**config.mk**
```make
export PLATFORM = sky130hd
export DESIGN_NAME = uart_cmd_parser
export DESIGN_NICKNAME = d
export VERILOG_FILES = /design/src/rtl/ttt_uart_pkg.sv /design/src/rtl/uart_cmd_parser.sv
export SDC_FILE = /design/constraint.sdc
export NUM_CORES = 1
export LEC_CHECK = 0
export ABC_AREA = 1
export CORE_AREA = 2 2 69 71
export CTS_BUF_LIST = sky130_fd_sc_hd__clkbuf_8 sky130_fd_sc_hd__clkbuf_16
export DETAILED_ROUTE_END_ITERATION = 7
export DIE_AREA = 0 0 71 73
export DONT_BUFFER_PORTS = 1
export PLACE_DENSITY_LB_ADDON = 0.25
export SLEW_MARGIN = 20
export SYNTH_ARGS = -nofsm -noshare
export SYNTH_HDL_FRONTEND = slang
export SYNTH_SLANG_ARGS = --single-unit
export TNS_END_PERCENT = 50
```
**constraint.sdc**
```tcl
create_clock -name clk -period 1.7 [get_ports clk]
set_input_delay 0.255 -clock clk [delete_from_list [all_inputs] [get_ports clk]]
set_output_delay 0.255 -clock clk [all_outputs]
set_load 0.02 [all_outputs]
```
**src/rtl/ttt_uart_pkg.sv**
```systemverilog
// Shared types and ASCII constants for the UART command parser.
// Byte classification lives here so other blocks can classify bytes the same way.
package ttt_uart_pkg;

    typedef enum logic [1:0] {
        CMD_NONE     = 2'd0,
        CMD_MOVE     = 2'd1,
        CMD_NEW_GAME = 2'd2
    } cmd_type_t;

    typedef enum logic [1:0] {
        ERR_BAD_CHAR = 2'd0,
        ERR_BAD_LEN  = 2'd1,
        ERR_TIMEOUT  = 2'd2,
        ERR_OVERFLOW = 2'd3
    } err_code_t;

    typedef enum logic [1:0] {
        ST_IDLE    = 2'd0,
        ST_GOT_CMD = 2'd1,
        ST_DISCARD = 2'd2
    } parser_state_t;

    typedef enum logic [2:0] {
        BC_SPACE    = 3'd0,
        BC_TERM     = 3'd1,
        BC_DIGIT    = 3'd2,
        BC_NEW_GAME = 3'd3,
        BC_OTHER    = 3'd4
    } byte_class_t;

    localparam logic [7:0] CR        = 8'h0D;
    localparam logic [7:0] LF        = 8'h0A;
    localparam logic [7:0] SPACE     = 8'h20;
    localparam logic [7:0] CHAR_1    = 8'h31;
    localparam logic [7:0] CHAR_9    = 8'h39;
    localparam logic [7:0] CHAR_R_UP = 8'h52;
    localparam logic [7:0] CHAR_R_LO = 8'h72;

    function automatic byte_class_t classify_byte(input logic [7:0] b);
        if (b == SPACE)
            return BC_SPACE;
        if (b == CR || b == LF)
            return BC_TERM;
        if (b >= CHAR_1 && b <= CHAR_9)
            return BC_DIGIT;
        if (b == CHAR_R_UP || b == CHAR_R_LO)
            return BC_NEW_GAME;
        return BC_OTHER;
    endfunction

    // '1'..'9' map onto board cells 0..8.
    function automatic logic [3:0] digit_cell(input logic [7:0] b);
        return 4'(b - CHAR_1);
    endfunction

endpackage

```
**src/rtl/uart_cmd_parser.sv**
```systemverilog
// Assembles single-character command lines from UART bytes and hands them to the
// game controller over valid/ready; malformed, stalled and dropped lines strobe err_valid.
module uart_cmd_parser
    import ttt_uart_pkg::*;
#(
    parameter int unsigned TIMEOUT_CLKS = 100_000_000
) (
    input  logic       clk,
    input  logic       reset_n,
    input  logic       rx_data_valid,
    input  logic [7:0] rx_byte,
    output logic       cmd_valid,
    input  logic       cmd_ready,
    output logic [1:0] cmd_type,
    output logic [3:0] cmd_cell,
    output logic       err_valid,
    output logic [1:0] err_code
);

    localparam int unsigned CNT_W = $clog2(TIMEOUT_CLKS);
    localparam logic [CNT_W-1:0] TMO_LAST = CNT_W'(TIMEOUT_CLKS - 1);

    parser_state_t    state;
    logic [CNT_W-1:0] tmo_cnt;
    cmd_type_t        pend_type;
    logic [3:0]       pend_cell;
    byte_class_t      rx_class;

    assign rx_class = classify_byte(rx_byte);

    always_ff @(posedge clk) begin
        if (!reset_n) begin
            state     <= ST_IDLE;
            tmo_cnt   <= '0;
            pend_type <= CMD_NONE;
            pend_cell <= 4'd0;
            cmd_valid <= 1'b0;
            cmd_type  <= 2'd0;
            cmd_cell  <= 4'd0;
            err_valid <= 1'b0;
            err_code  <= 2'd0;
        end else begin
            err_valid <= 1'b0;
            if (cmd_valid && cmd_ready)
                cmd_valid <= 1'b0;

            if (rx_data_valid) begin
                tmo_cnt <= '0;
                unique case (state)
                    ST_IDLE: begin
                        unique case (rx_class)
                            BC_DIGIT: begin
                                pend_type <= CMD_MOVE;
                                pend_cell <= digit_cell(rx_byte);
                                state     <= ST_GOT_CMD;
                            end
                            BC_NEW_GAME: begin
                                pend_type <= CMD_NEW_GAME;
                                pend_cell <= 4'd0;
                                state     <= ST_GOT_CMD;
                            end
                            BC_OTHER: begin
                                err_valid <= 1'b1;
                                err_code  <= ERR_BAD_CHAR;
                                state     <= ST_DISCARD;
                            end
                            default: ;
                        endcase
                    end
                    ST_GOT_CMD: begin
                        unique case (rx_class)
                            BC_SPACE: ;
                            BC_TERM: begin
                                state <= ST_IDLE;
                                // A transfer this cycle frees the output register for the new command.
                                if (!cmd_valid || cmd_ready) begin
                                    cmd_valid <= 1'b1;
                                    cmd_type  <= pend_type;
                                    cmd_cell  <= pend_cell;
                                end else begin
                                    err_valid <= 1'b1;
                                    err_code  <= ERR_OVERFLOW;
                                end
                            end
                            default: begin
                                err_valid <= 1'b1;
                                err_code  <= ERR_BAD_LEN;
                                state     <= ST_DISCARD;
                            end
                        endcase
                    end
                    ST_DISCARD: begin
                        if (rx_class == BC_TERM)
                            state <= ST_IDLE;
                    end
                    default: state <= ST_IDLE;
                endcase
            end else if (state != ST_IDLE) begin
                // Line stalled: abandon it, reporting only if a command was pending.
                if (tmo_cnt == TMO_LAST) begin
                    tmo_cnt <= '0;
                    state   <= ST_IDLE;
                    if (state == ST_GOT_CMD) begin
                        err_valid <= 1'b1;
                        err_code  <= ERR_TIMEOUT;
                    end
                end else begin
                    tmo_cnt <= tmo_cnt + 1'b1;
                end
            end
        end
    end

endmodule

```
* Yosys cells after proc, flatten, opt, wreduce, memory -nomap -nowiden *
Index checks and enable logic that the tools add are counted.

word-level totals
  flip-flop bits (word level) = 45
  input port bits = 12

cells by class
  add/subtract/negate cells = 2
  magnitude comparators = 2
  eq/ne operators = 17
  mux-type cells = 49
  bitwise operators = 1
  reductions and logical operators = 20

operators by type and width
  cell                     count
  $add A27 B1 Y27 const B  1
  $eq A27 B27 Y1 const B   1
  $mux W27                 1
  $mux W3                  8
  $mux W1                  21
  $mux W2                  10
  $pmux W2 S2              5
  $eq A8 B4 Y1 const B     2
  $eq A8 B7 Y1 const B     2
  $reduce_bool A2 Y1       6
  $eq A8 B6 Y1 const B     1
  $ge A8 B6 Y1 const B     1
  $le A8 B6 Y1 const B     1
  $pmux W4 S2              1
  $reduce_and A7 Y1        1
  $eq A3 B2 Y1 const B     2
  $ne A3 B3 Y1 const B     2
  $pmux W2 S3              1
  $reduce_and A5 Y1        1
  $ne A4 B3 Y1 const B     1
  $ne A4 B4 Y1 const B     1
  $pmux W1 S2              2
  $reduce_and A4 Y1        1
  $reduce_or A2 Y1         2
  other kinds (13)         16

* Longest topological paths before layout *
  depth after elaboration = 18
  mapped depth = 13

* Least setup slack after synthesis *
Ideal clock, no wire load.

  kind = register to register
  start point = register tmo_cnt[0]
  end point = register tmo_cnt[20]
  library setup time = 119 ps
  data arrival time = 1,482 ps
  data required time = 1,581 ps
  setup slack = 98 ps
  stages on the path, launching flop included = 12
  clock period less this slack = 1,602 ps
  path through = dfxtp_1 > ha_1 > nand2_1 > nor2_4 > nand2_4 > nor2_2 > nand3_2 > nand3_4 > inv_2 > buf_6 > o21ai_0 > a21oi_1

between the ends
  word-level cells in the longest chain between the ends = 2
  elaborated cells between the ends (all ways) = 3
  those cells by class = add/sub (1); eq/ne (1); mux (1)

ends and longest elaborated chain
  item                                                      line                                            RTL
  start, declared                                           uart_cmd_parser.sv:24                           logic [CNT_W-1:0] tmo_cnt;
  start signal, assigned                                    uart_cmd_parser.sv:108                          tmo_cnt <= tmo_cnt + 1'b1;
  $add A27 B1 Y27 / $eq A27 B27 Y1 (equally long branches)  uart_cmd_parser.sv:108, uart_cmd_parser.sv:100
  $mux W27 (*)                                              uart_cmd_parser.sv:100                          if (tmo_cnt == TMO_LAST) begin

Mark *: on every way between the ends. The rest lies on a longest branch, timed or not.
A chain may end at the register's enable or synchronous reset.

* Worst setup path in the final report *
  start point = register tmo_cnt[1]
  end point = register tmo_cnt[24]

Same word-level chain as after synthesis.

==> out/qor.yml <==
outcome:
  status: "completed"
clocking:
  numCtsBuffers: 5
  clock-root-buffer: "clkbuf_8"
  clockBufferDepth: 2
  clk-insertion-delay-late_ns: 0.30
  cts-hold-fix-buffers: 0
  cts_sinks: 45
  ctsHtreeMaxLevel: 2
  cts_tree: "yes"
  cts.clk_slew.worst_paths_ns: 0.08
critical_path:
  cp_slowest_stage_delay_ns: 0.36
  start_kind: "register"
  crit_required_ns: 1.90
  rr_startpoint: "tmo_cnt[1]"
  path_cells: "ha_4, nand2_4, nor2_4, nand2_4, nor3_4, nand3_2, or2_1, o21ai_1, nor2_1"
  critPathTopFamily: "simple AND/OR/NAND/NOR gates"
  critPathMaxFanout: 3
  worst_path_max_delay_cell: "dfxtp_2"
  cpMostUsedCell: "nand2_4"
  critical_path_class: "reg -> reg"
  cp.arrival_ns: 1.83
  critPathBufInv: 0
  critPathLaunch: "tmo_cnt[1]"
  crit_path_end_kind: "register"
final_layout:
  drive_above_1_share_pct: 14.7
  multi_input_area_sq_um: 1310
  final_net_count: 398
  n_fill_cell: 431
  antenna_cells: 0
  finalNonFillerCells: 436
  final-seq-area_sq_um: 910
  post-route-cell-area_sq_um: 2760
  finalCoreUtilization_pct: 60.7
  syn2layout_area_growth_pct: 15.2
sta:
  hold_viol: 0
  rsz0062_at_grt: "yes"
  final_max_slew_viol_count: 0
  setup-violations-final: 0
  fin_crit_ns: 1.63
  clock.fmax_mhz: 614
  holdWs_ns: 0.0785
  relSlewSlack_pct: 73.2
  postLayoutSetupSlackWorst_ns: 0.0714
  min_period_over_period_pct: 95.8
  worst_pin_slew_ns: 0.399
  skew_ns: 0.0148
  setup_tns_ns: 0
global_routing:
  grt.overflow.total: 0
  grt_max_degree: 15
  grt_pass1_wl_um: 8890
  gr-usage-all-layers_pct: 21.5
  grt_pass1_vias: 2167
  grt_antenna_before_repair: 0
pwr:
  swShare_pct: 23.2
  power.switching_uw: 470
  intPower_mw: 1.55
  seqPwrFrac_pct: 53.6
  clkPwrFrac_pct: 39.7
  p_comb_share_pct: 6.6
  pwr_density_cell_nw_per_um2: 734
  finalPower_mw: 2.02
  ir_drop_mv: 0.441
  power_leakage_nw: 1.19
placement:
  dp.cells: 425
  dpl.hpwl_um: 4010
  place_area_sq_um: 2580
  pre_cts_ws_ns: 0.0217
  gp_congestion: 0.839
  io_buffer_count: 0
synth:
  syn_nets: 372
  synth_cell_types: 35
  ys_seq_elements: 45
  synth_top_area_share_pct: 37.7
  yosys.area.top_type: "dfxtp_1"
  yosys_warnings: 0
  yosys-top-cells-area: "dfxtp_1 38%, nand2_1 12%, nor2_1 10%"
  syn_area_per_cell_sq_um: 6.74
  synth_cells: 355
  syn_area_sq_um: 2390
  ys_seq_area_share_pct: 37.7
route:
  vias: 2207
  viasPerCell: 5.06
  finalWirelength_um: 5200
  ant_nets: 0
  drt_first_pass_iters: 6
  drt-wirelength-per-cell_um: 11.9
  route.detailed.drc: 0
  drt_iter0_drc: 96
hold_path:
  hp-start: "reset_n"
  hold_path_class: "in -> reg"
floorplanning:
  die_y_um: 73
  die_area_sq_um: 5180
  die_x_um: 71
  row_count: 25
  initial_core_util_pct: 52.7
  io_pins: 22
  coreArea_sq_um: 4540
flow_run:
  max_cap_violations: 0
repair_timing:
item                                   CTS  global route
gates resized for setup                  0            17
setup endpoints to repair                0            12
endpoints found under the hold margin    0             0
setup buffers                            0             3
area by class of cell:
type | instances | area share, %
Clock buffer | 5 | 2.50
Sequential cell | 45 | 33.0
Timing Repair Buffer | 21 | 5.72
Tap cell | 54 | 2.45
Clock inverter | 3 | 1.54
Inverter | 53 | 7.22
Multi-Input combinational cell | 255 | 47.5
cells in the final DEF (no fill, tap or decap), drive strengths merged:
cell and instances:
a211oi 1, o21ai 13, nand3 26, a21oi 23, ha 5, nor4 2
o22ai 1, nor2 72, dfxtp 45, nor3 11, o21a 1, bufinv 1
nor3b 1, a2bb2oi 1, nand2 81, nand4 3, xnor2 2, clkinv 2
or2 1, buf 21, o211a 2, clkbuf 5, inv 53, xor2 7
a31oi 1, nand3b 1
worst reg2reg max path, cell delays in order, from the launching register on:
cell	delay [ns]
dfxtp_2	0.36
ha_4	0.15
nand2_4	0.06
nor2_4	0.11
nand2_4	0.08
nor3_4	0.21
nand3_2	0.13
or2_1	0.26
o21ai_1	0.14
nor2_1	0.05
cell usage after synthesis:
cell type	number
nand2_1	79
nor2_1	65
inv_1	50
dfxtp_1	45
a21oi_1	23
nand3_1	22
o21ai_0	11
nor3_1	10
xor2_1	7
ha_1	5
nor2_2	5
nand3_2	3
nand4_1	3
inv_2	2
nor2_4	2
o211a_1	2
o21ai_1	2
xnor2_1	2
a211oi_1	1
a2bb2oi_1	1
a31oi_1	1
buf_6	1
clkbuf_1	1
clkinv_1	1
nand2_2	1
nand2_4	1
nand3_4	1
nand3b_1	1
nor3_4	1
nor3b_2	1
nor4_1	1
nor4_2	1
o21a_1	1
o22ai_1	1
or2_0	1
path summary, 6_finish.rpt:
path         slack (ns)     endpoint  depth (start not counted)
max                0.07  tmo_cnt[24]                          9
min                0.08  err_code[0]                          2
max reg2reg        0.07  tmo_cnt[24]                          9
min reg2reg        0.49  cmd_cell[3]                          2
power by group through the flow:
stage,logic [mW],registers [mW],clock network (mW)
detailed placement,0.133,1.11,0
floorplan,0.0994,1.11,0
CTS,0.134,1.08,0.829
global route,0.153,1.09,0.864
global placement,0.130,1.11,0
finish,0.134,1.08,0.803
state kept, by name, indices dropped and copies added (netlist names):
register	cells
cmd_cell	4
cmd_valid	1
err_code	2
cmd_type	2
state	2
pend_cell	4
tmo_cnt	27
err_valid	1
pend_type	2
routing by layer:
metal / track usage (%) / part of all wire, % / wire length [um]
met5: 0 / 0 / 0
met4: 7.13 / 1.9 / 101
met3: 5.11 / 3.3 / 169
met2: 40.5 / 51 / 2670
met1: 23.6 / 43 / 2260
kinds of logic (layout without fill, tap and decap cells):
kind of cell / Yosys count / in the layout / share of synthesized area [%]
buf+inv: 55 / 82 / 8.94
flops: 45 / 45 / 37.7
compound gates: 43 / 43 / 9.89
fa+ha+maj: 5 / 5 / 2.62
xor+xnor: 9 / 9 / 3.30
simple gates: 198 / 198 / 37.6
No activity file was read; power rests on OpenSTA's default activity.
